File: src/rtl/vote_session_ctrl.sv
// Ballot sequencer: session open/close, one armed ballot per officer authorisation,
// button debounce with multi-press rejection, and a single clean vote pulse per voter.
module vote_session_ctrl #(
  parameter int DEB_CYC = 4,
  parameter int TMO_CYC = 64,
  parameter int CNT_W   = 8
) (
  input  logic             clk,
  input  logic             reset,
  input  logic             sess_open,
  input  logic             sess_close,
  input  logic             voter_auth,
  input  logic             btn_A,
  input  logic             btn_B,
  input  logic             btn_C,
  output logic             vote_A,
  output logic             vote_B,
  output logic             vote_C,
  output logic             ready_led,
  output logic             sess_active,
  output logic             timeout,
  output logic [CNT_W-1:0] voters,
  output logic [CNT_W-1:0] rejects
);

  localparam int TW = $clog2(TMO_CYC + 1);
  localparam int DW = $clog2(DEB_CYC + 1);
  localparam logic [TW-1:0] TMO_LOAD = TW'(TMO_CYC - 1);
  localparam logic [DW-1:0] DEB_LOAD = DW'(DEB_CYC - 1);

  typedef enum logic [2:0] {CLOSED, IDLE, ARMED, DEBOUNCE, CAST, RELEASE} state_t;

  state_t           state, state_nx;
  logic [TW-1:0]    tmo_cnt, tmo_nx, tmo_dec;
  logic [DW-1:0]    deb_cnt, deb_nx;
  logic [2:0]       cand, cand_nx;
  logic             block, block_nx;
  logic [2:0]       vote_nx;
  logic             tmo_pulse;
  logic [CNT_W-1:0] voters_nx, rejects_nx;
  logic [2:0]       btn;
  logic             multi, onehot;

  function automatic logic [CNT_W-1:0] sat_inc(input logic [CNT_W-1:0] v);
    return (&v) ? v : v + CNT_W'(1);
  endfunction

  assign btn     = {btn_C, btn_B, btn_A};
  assign multi   = (btn & (btn - 3'd1)) != 3'd0;
  assign onehot  = (btn != 3'd0) && !multi;
  assign tmo_dec = (tmo_cnt == '0) ? '0 : tmo_cnt - TW'(1);

  always_comb begin
    state_nx   = state;
    tmo_nx     = tmo_cnt;
    deb_nx     = deb_cnt;
    cand_nx    = cand;
    block_nx   = block;
    vote_nx    = 3'b000;
    tmo_pulse  = 1'b0;
    voters_nx  = voters;
    rejects_nx = rejects;
    if (sess_close) begin
      state_nx = CLOSED;
    end else begin
      case (state)
        CLOSED: if (sess_open) begin
          state_nx   = IDLE;
          voters_nx  = '0;
          rejects_nx = '0;
        end
        IDLE: if (voter_auth) begin
          state_nx = ARMED;
          tmo_nx   = TMO_LOAD;
          block_nx = 1'b0;
        end
        ARMED: begin
          // After a multi-press, nothing is accepted until every button is released.
          if (btn == 3'b000) begin
            block_nx = 1'b0;
            if (tmo_cnt == '0) begin
              state_nx  = IDLE;
              tmo_pulse = 1'b1;
            end else begin
              tmo_nx = tmo_dec;
            end
          end else begin
            tmo_nx = tmo_dec;
            if (!block) begin
              if (onehot) begin
                state_nx = DEBOUNCE;
                cand_nx  = btn;
                deb_nx   = DEB_LOAD;
              end else begin
                rejects_nx = sat_inc(rejects);
                block_nx   = 1'b1;
              end
            end
          end
        end
        DEBOUNCE: begin
          tmo_nx = tmo_dec;
          if (tmo_cnt == '0) begin
            state_nx  = IDLE;
            tmo_pulse = 1'b1;
          end else if (btn != cand) begin
            state_nx = ARMED;
            if (multi) begin
              rejects_nx = sat_inc(rejects);
              block_nx   = 1'b1;
            end
          end else if (deb_cnt == '0) begin
            state_nx = CAST;
          end else begin
            deb_nx = deb_cnt - DW'(1);
          end
        end
        CAST: begin
          vote_nx   = cand;
          voters_nx = sat_inc(voters);
          state_nx  = RELEASE;
        end
        RELEASE: if (btn == 3'b000) state_nx = IDLE;
        default: state_nx = CLOSED;
      endcase
    end
  end

  always_ff @(posedge clk or negedge reset) begin
    if (!reset) begin
      state       <= CLOSED;
      block       <= 1'b0;
      vote_A      <= 1'b0;
      vote_B      <= 1'b0;
      vote_C      <= 1'b0;
      ready_led   <= 1'b0;
      sess_active <= 1'b0;
      timeout     <= 1'b0;
      voters      <= '0;
      rejects     <= '0;
    end else begin
      state       <= state_nx;
      block       <= block_nx;
      vote_A      <= vote_nx[0];
      vote_B      <= vote_nx[1];
      vote_C      <= vote_nx[2];
      ready_led   <= (state_nx == ARMED) || (state_nx == DEBOUNCE);
      sess_active <= (state_nx != CLOSED);
      timeout     <= tmo_pulse;
      voters      <= voters_nx;
      rejects     <= rejects_nx;
    end
  end

  // Counters and candidate are always loaded before they are consulted.
  always_ff @(posedge clk) begin
    tmo_cnt <= tmo_nx;
    deb_cnt <= deb_nx;
    cand    <= cand_nx;
  end

endmodule

File: config.mk
export PLATFORM = sky130hd
export DESIGN_NAME = vote_session_ctrl
export DESIGN_NICKNAME = d
export VERILOG_FILES = /design/src/rtl/vote_session_ctrl.sv
export SDC_FILE = /design/constraint.sdc
export NUM_CORES = 1
export LEC_CHECK = 0
export CELL_PAD_IN_SITES_DETAIL_PLACEMENT = 0
export CELL_PAD_IN_SITES_GLOBAL_PLACEMENT = 1
export CORE_MARGIN = 2
export CORE_UTILIZATION = 46
export DETAILED_ROUTE_END_ITERATION = 10
export PLACE_DENSITY = 0.9
export SETUP_SLACK_MARGIN = 0.2
export SYNTH_ARGS = -nofsm -noshare
export SYNTH_HDL_FRONTEND = slang
export SYNTH_SLANG_ARGS = --single-unit
File: constraint.sdc
create_clock -name clk -period 3.2 [get_ports clk]
set_input_delay 0.96 -clock clk [delete_from_list [all_inputs] [get_ports clk]]
set_output_delay 0.96 -clock clk [all_outputs]
set_load 0.02 [all_outputs]
==> results_dict.tcl <==
set metrics [dict create \
    yosys_register_bits 39 \
    clkTransAtPathRegs_ns 0.07 \
    synth_cell_types 58 \
    die_x_um 74.21 \
    cp_slowest_stage_delay_ns 0.65 \
    crit_slowest_cell "clkdlybuf4s50_1" \
    viasPerCell 5.482 \
    startpoint "btn_C" \
    die-area_sq_mm 0.005506 \
    r2r_slack_ns 1.09 \
    clk_path_buf_depth 2 \
    final_nets 273 \
    cts_resized 0 \
    setup_violations 0 \
    clock_skew_ns 0.005321 \
    hold_depth 1 \
    synth_area_per_cell_sq_um 9.815 \
    drtPass1Iterations 4 \
    yosysWarnings 0 \
    io_buffers 29 \
    vias 1798 \
    tightest_slew_ns 0.5194 \
    core_sq_mm 0.004723 \
    max_cap_viol_count 0 \
    synth.most_common_cell "dfrtp_1" \
    critPathBufInv 1 \
    clock-sinks 39 \
    area_growth_pct 18.65 \
    crit_chain "clkdlybuf4s50_1, maj3_2, a2bb2oi_4, nand2_1, or4_4, o31ai_2" \
    worstPathRequired_ns 3.41 \
    worstHoldStart "rejects[3]$_DFFE_PN0P_" \
    dp_slack_ns 0.2356 \
    rsz0062_at_grt "no" \
    cts_setup_buffers 0 \
    min_period_ns 2.639 \
    synth.area.top_cells "dfrtp_1, edfxtp_1, xnor2_1" \
    cp_max_fo 9 \
    synth_fp_nets 244 \
    antenna_cells 0 \
    worstReg2RegStart "tmo_cnt[0]$_SDFFCE_PP1P_" \
    routedWlPerCell_um 14.41 \
    drc 0 \
    worst_setup_path_end_kind "flop" \
    grt_pass1_vias 1726 \
    outcome "completed" \
    ios 30 \
    synth_commonest_cells "dfrtp_1, o21ai_0, nand2_1, nor2_1" \
    period_share 0.8248 \
    cts-htree-levels 2 \
    numCtsBuffers 5 \
    ys.flop_type "dfrtp_1" \
    drive_gt1_frac 0.09579 \
    yosysSeqAreaShare 0.4592 \
    yosysTopAreaCell "dfrtp_1" \
    grt-ovfl-total 0 \
    ys_async_sr_fraction 0.6667 \
    place.gp.congestion 0.8588 \
    synthDominantCellAreaShare 0.2870 \
    ant_nets 0 \
    root_buffer "clkbuf_8" \
    holdBufCountCts 0 \
    power_density_mw_per_mm2 567.9 \
    dp_hpwl_um 3483 \
    hold_class "flop to flop" \
    antenna_found_initial 0 \
    clk_latency_ns 0.29 \
    holdWs_ns 0.5599 \
    grt_max_degree 27 \
    hold_viol_final 0 \
    worstRegToRegCells 5 \
    timing.final.ws_setup_ns 0.5606 \
    drtIter0Drc 68 \
    worst_setup_path_start_kind "input port" \
    min_to "rejects[3]$_DFFE_PN0P_" \
    netlist_instances 231 \
    leakage_uw 0.001023 \
    worst_ir_drop_vdd_mv 0.4105 \
    critPathTopFamily "buffers and inverters" \
    die_h_um 74.21 \
    worst-setup-path-type "input port to flop" \
    setup_tns_ns 0 \
    drv_slew 0 \
    grt_usage 0.1920 \
    netlist_area_sq_mm 0.002267 \
    grt_pass1_wl_um 8059 \
    r2r-end "tmo_cnt[2]$_SDFFCE_PP1P_" \
    maxClockFrequency_ghz 0.3789 \
    initial_utilization 0.4800 \
    cts_tree "yes" \
    row_count 25 \
    wl_um 4727 \
    nFillCells 450 \
    relSlewSlack 0.6519 \
    synth_edf_count 13 \
    worstPathArrival_ns 2.85 \
]
==> sequential cells by signal, summed over array words and instances (netlist names) <==
| name | count |
|---|---|
| block | 1 |
| vote_B | 1 |
| timeout | 1 |
| state | 3 |
| cand | 3 |
| rejects | 8 |
| voters | 8 |
| vote_A | 1 |
| tmo_cnt | 7 |
| vote_C | 1 |
| ready_led | 1 |
| sess_active | 1 |
| deb_cnt | 3 |
==> logic make-up (layout without fill, tap and decap cells) <==
logic type,after synthesis,in the layout,synth area share
flip-flops,39,39,0.4592
buffers and inverters,25,55,0.05243
adder cells (fa/ha/maj),6,6,0.03256
AND/OR/NAND/NOR,93,93,0.2246
XOR/XNOR,14,14,0.05408
AO/OA/AOI/OAI,53,53,0.1728
multiplexers,1,1,0.004415
==> power breakdown <==
part | switching (uW) | total [uW] | leakage, uW | internal, uW
registers | 84.6 | 679 | 0.000460 | 594
logic | 309 | 533 | 0.000520 | 224
clock network | 163 | 316 | 0.0000422 | 153
total | 557 | 1530 | 0.00102 | 971
==> worst max-delay path by stage <==
stage                             end  slack, ns  depth (start not counted)
2_1_floorplan  rejects[5]$_DFFE_PN0P_       0.94                          6
3_3_place_gp   rejects[3]$_DFFE_PN0P_       0.31                          6
3_5_place_dp   rejects[3]$_DFFE_PN0P_       0.24                          6
4_1_cts        rejects[3]$_DFFE_PN0P_       0.56                          6
5_1_grt        rejects[3]$_DFFE_PN0P_       0.44                          6
6_report       rejects[3]$_DFFE_PN0P_       0.56                          6
==> cell type report <==
cell class | instances | area (sq um) | share of cell area
Multi-Input combinational cell | 167 | 1107 | 0.4116
Sequential cell | 39 | 1041 | 0.3870
Timing Repair Buffer | 34 | 327.8 | 0.1219
Tap cell | 67 | 83.83 | 0.03116
Clock buffer | 7 | 76.32 | 0.02837
Inverter | 13 | 48.80 | 0.01814
Clock inverter | 1 | 5.005 | 0.001860
==> cell usage in the layout, fill, tap and decap left out, drive strengths merged, types with 6 or more instances in the layout <==
cell	instances
clkdlybuf4s50	29
dfrtp	26
o21ai	19
nand2	17
nor2	17
nor3	14
inv	13
edfxtp	13
xnor2	12
nand3	9
a21oi	9
clkbuf	7
nor4	6
==> routing by layer <==
metal	GRT usage	share of wire
met5	0	0
met4	0.07071	0.010
met3	0.04065	0.044
met2	0.3105	0.49
met1	0.2550	0.46
==> through the flow <==
| stage | instance area, sq um | power [uW] | util | cells |
|---|---|---|---|---|
| 6_report | 2690 | 1528 | 0.5695 | 328 |
| 5_1_grt | 2690 | 1639 | 0.5695 | 328 |
| 3_3_place_gp | 2609 | 1215 | 0.5523 | 320 |
| 2_1_floorplan | 2267 | 1044 | - | 231 |
| 3_5_place_dp | 2609 | 1217 | 0.5523 | 320 |
| 4_1_cts | 2690 | 1541 | 0.5695 | 328 |
No activity file was read; power rests on OpenSTA's default activity.
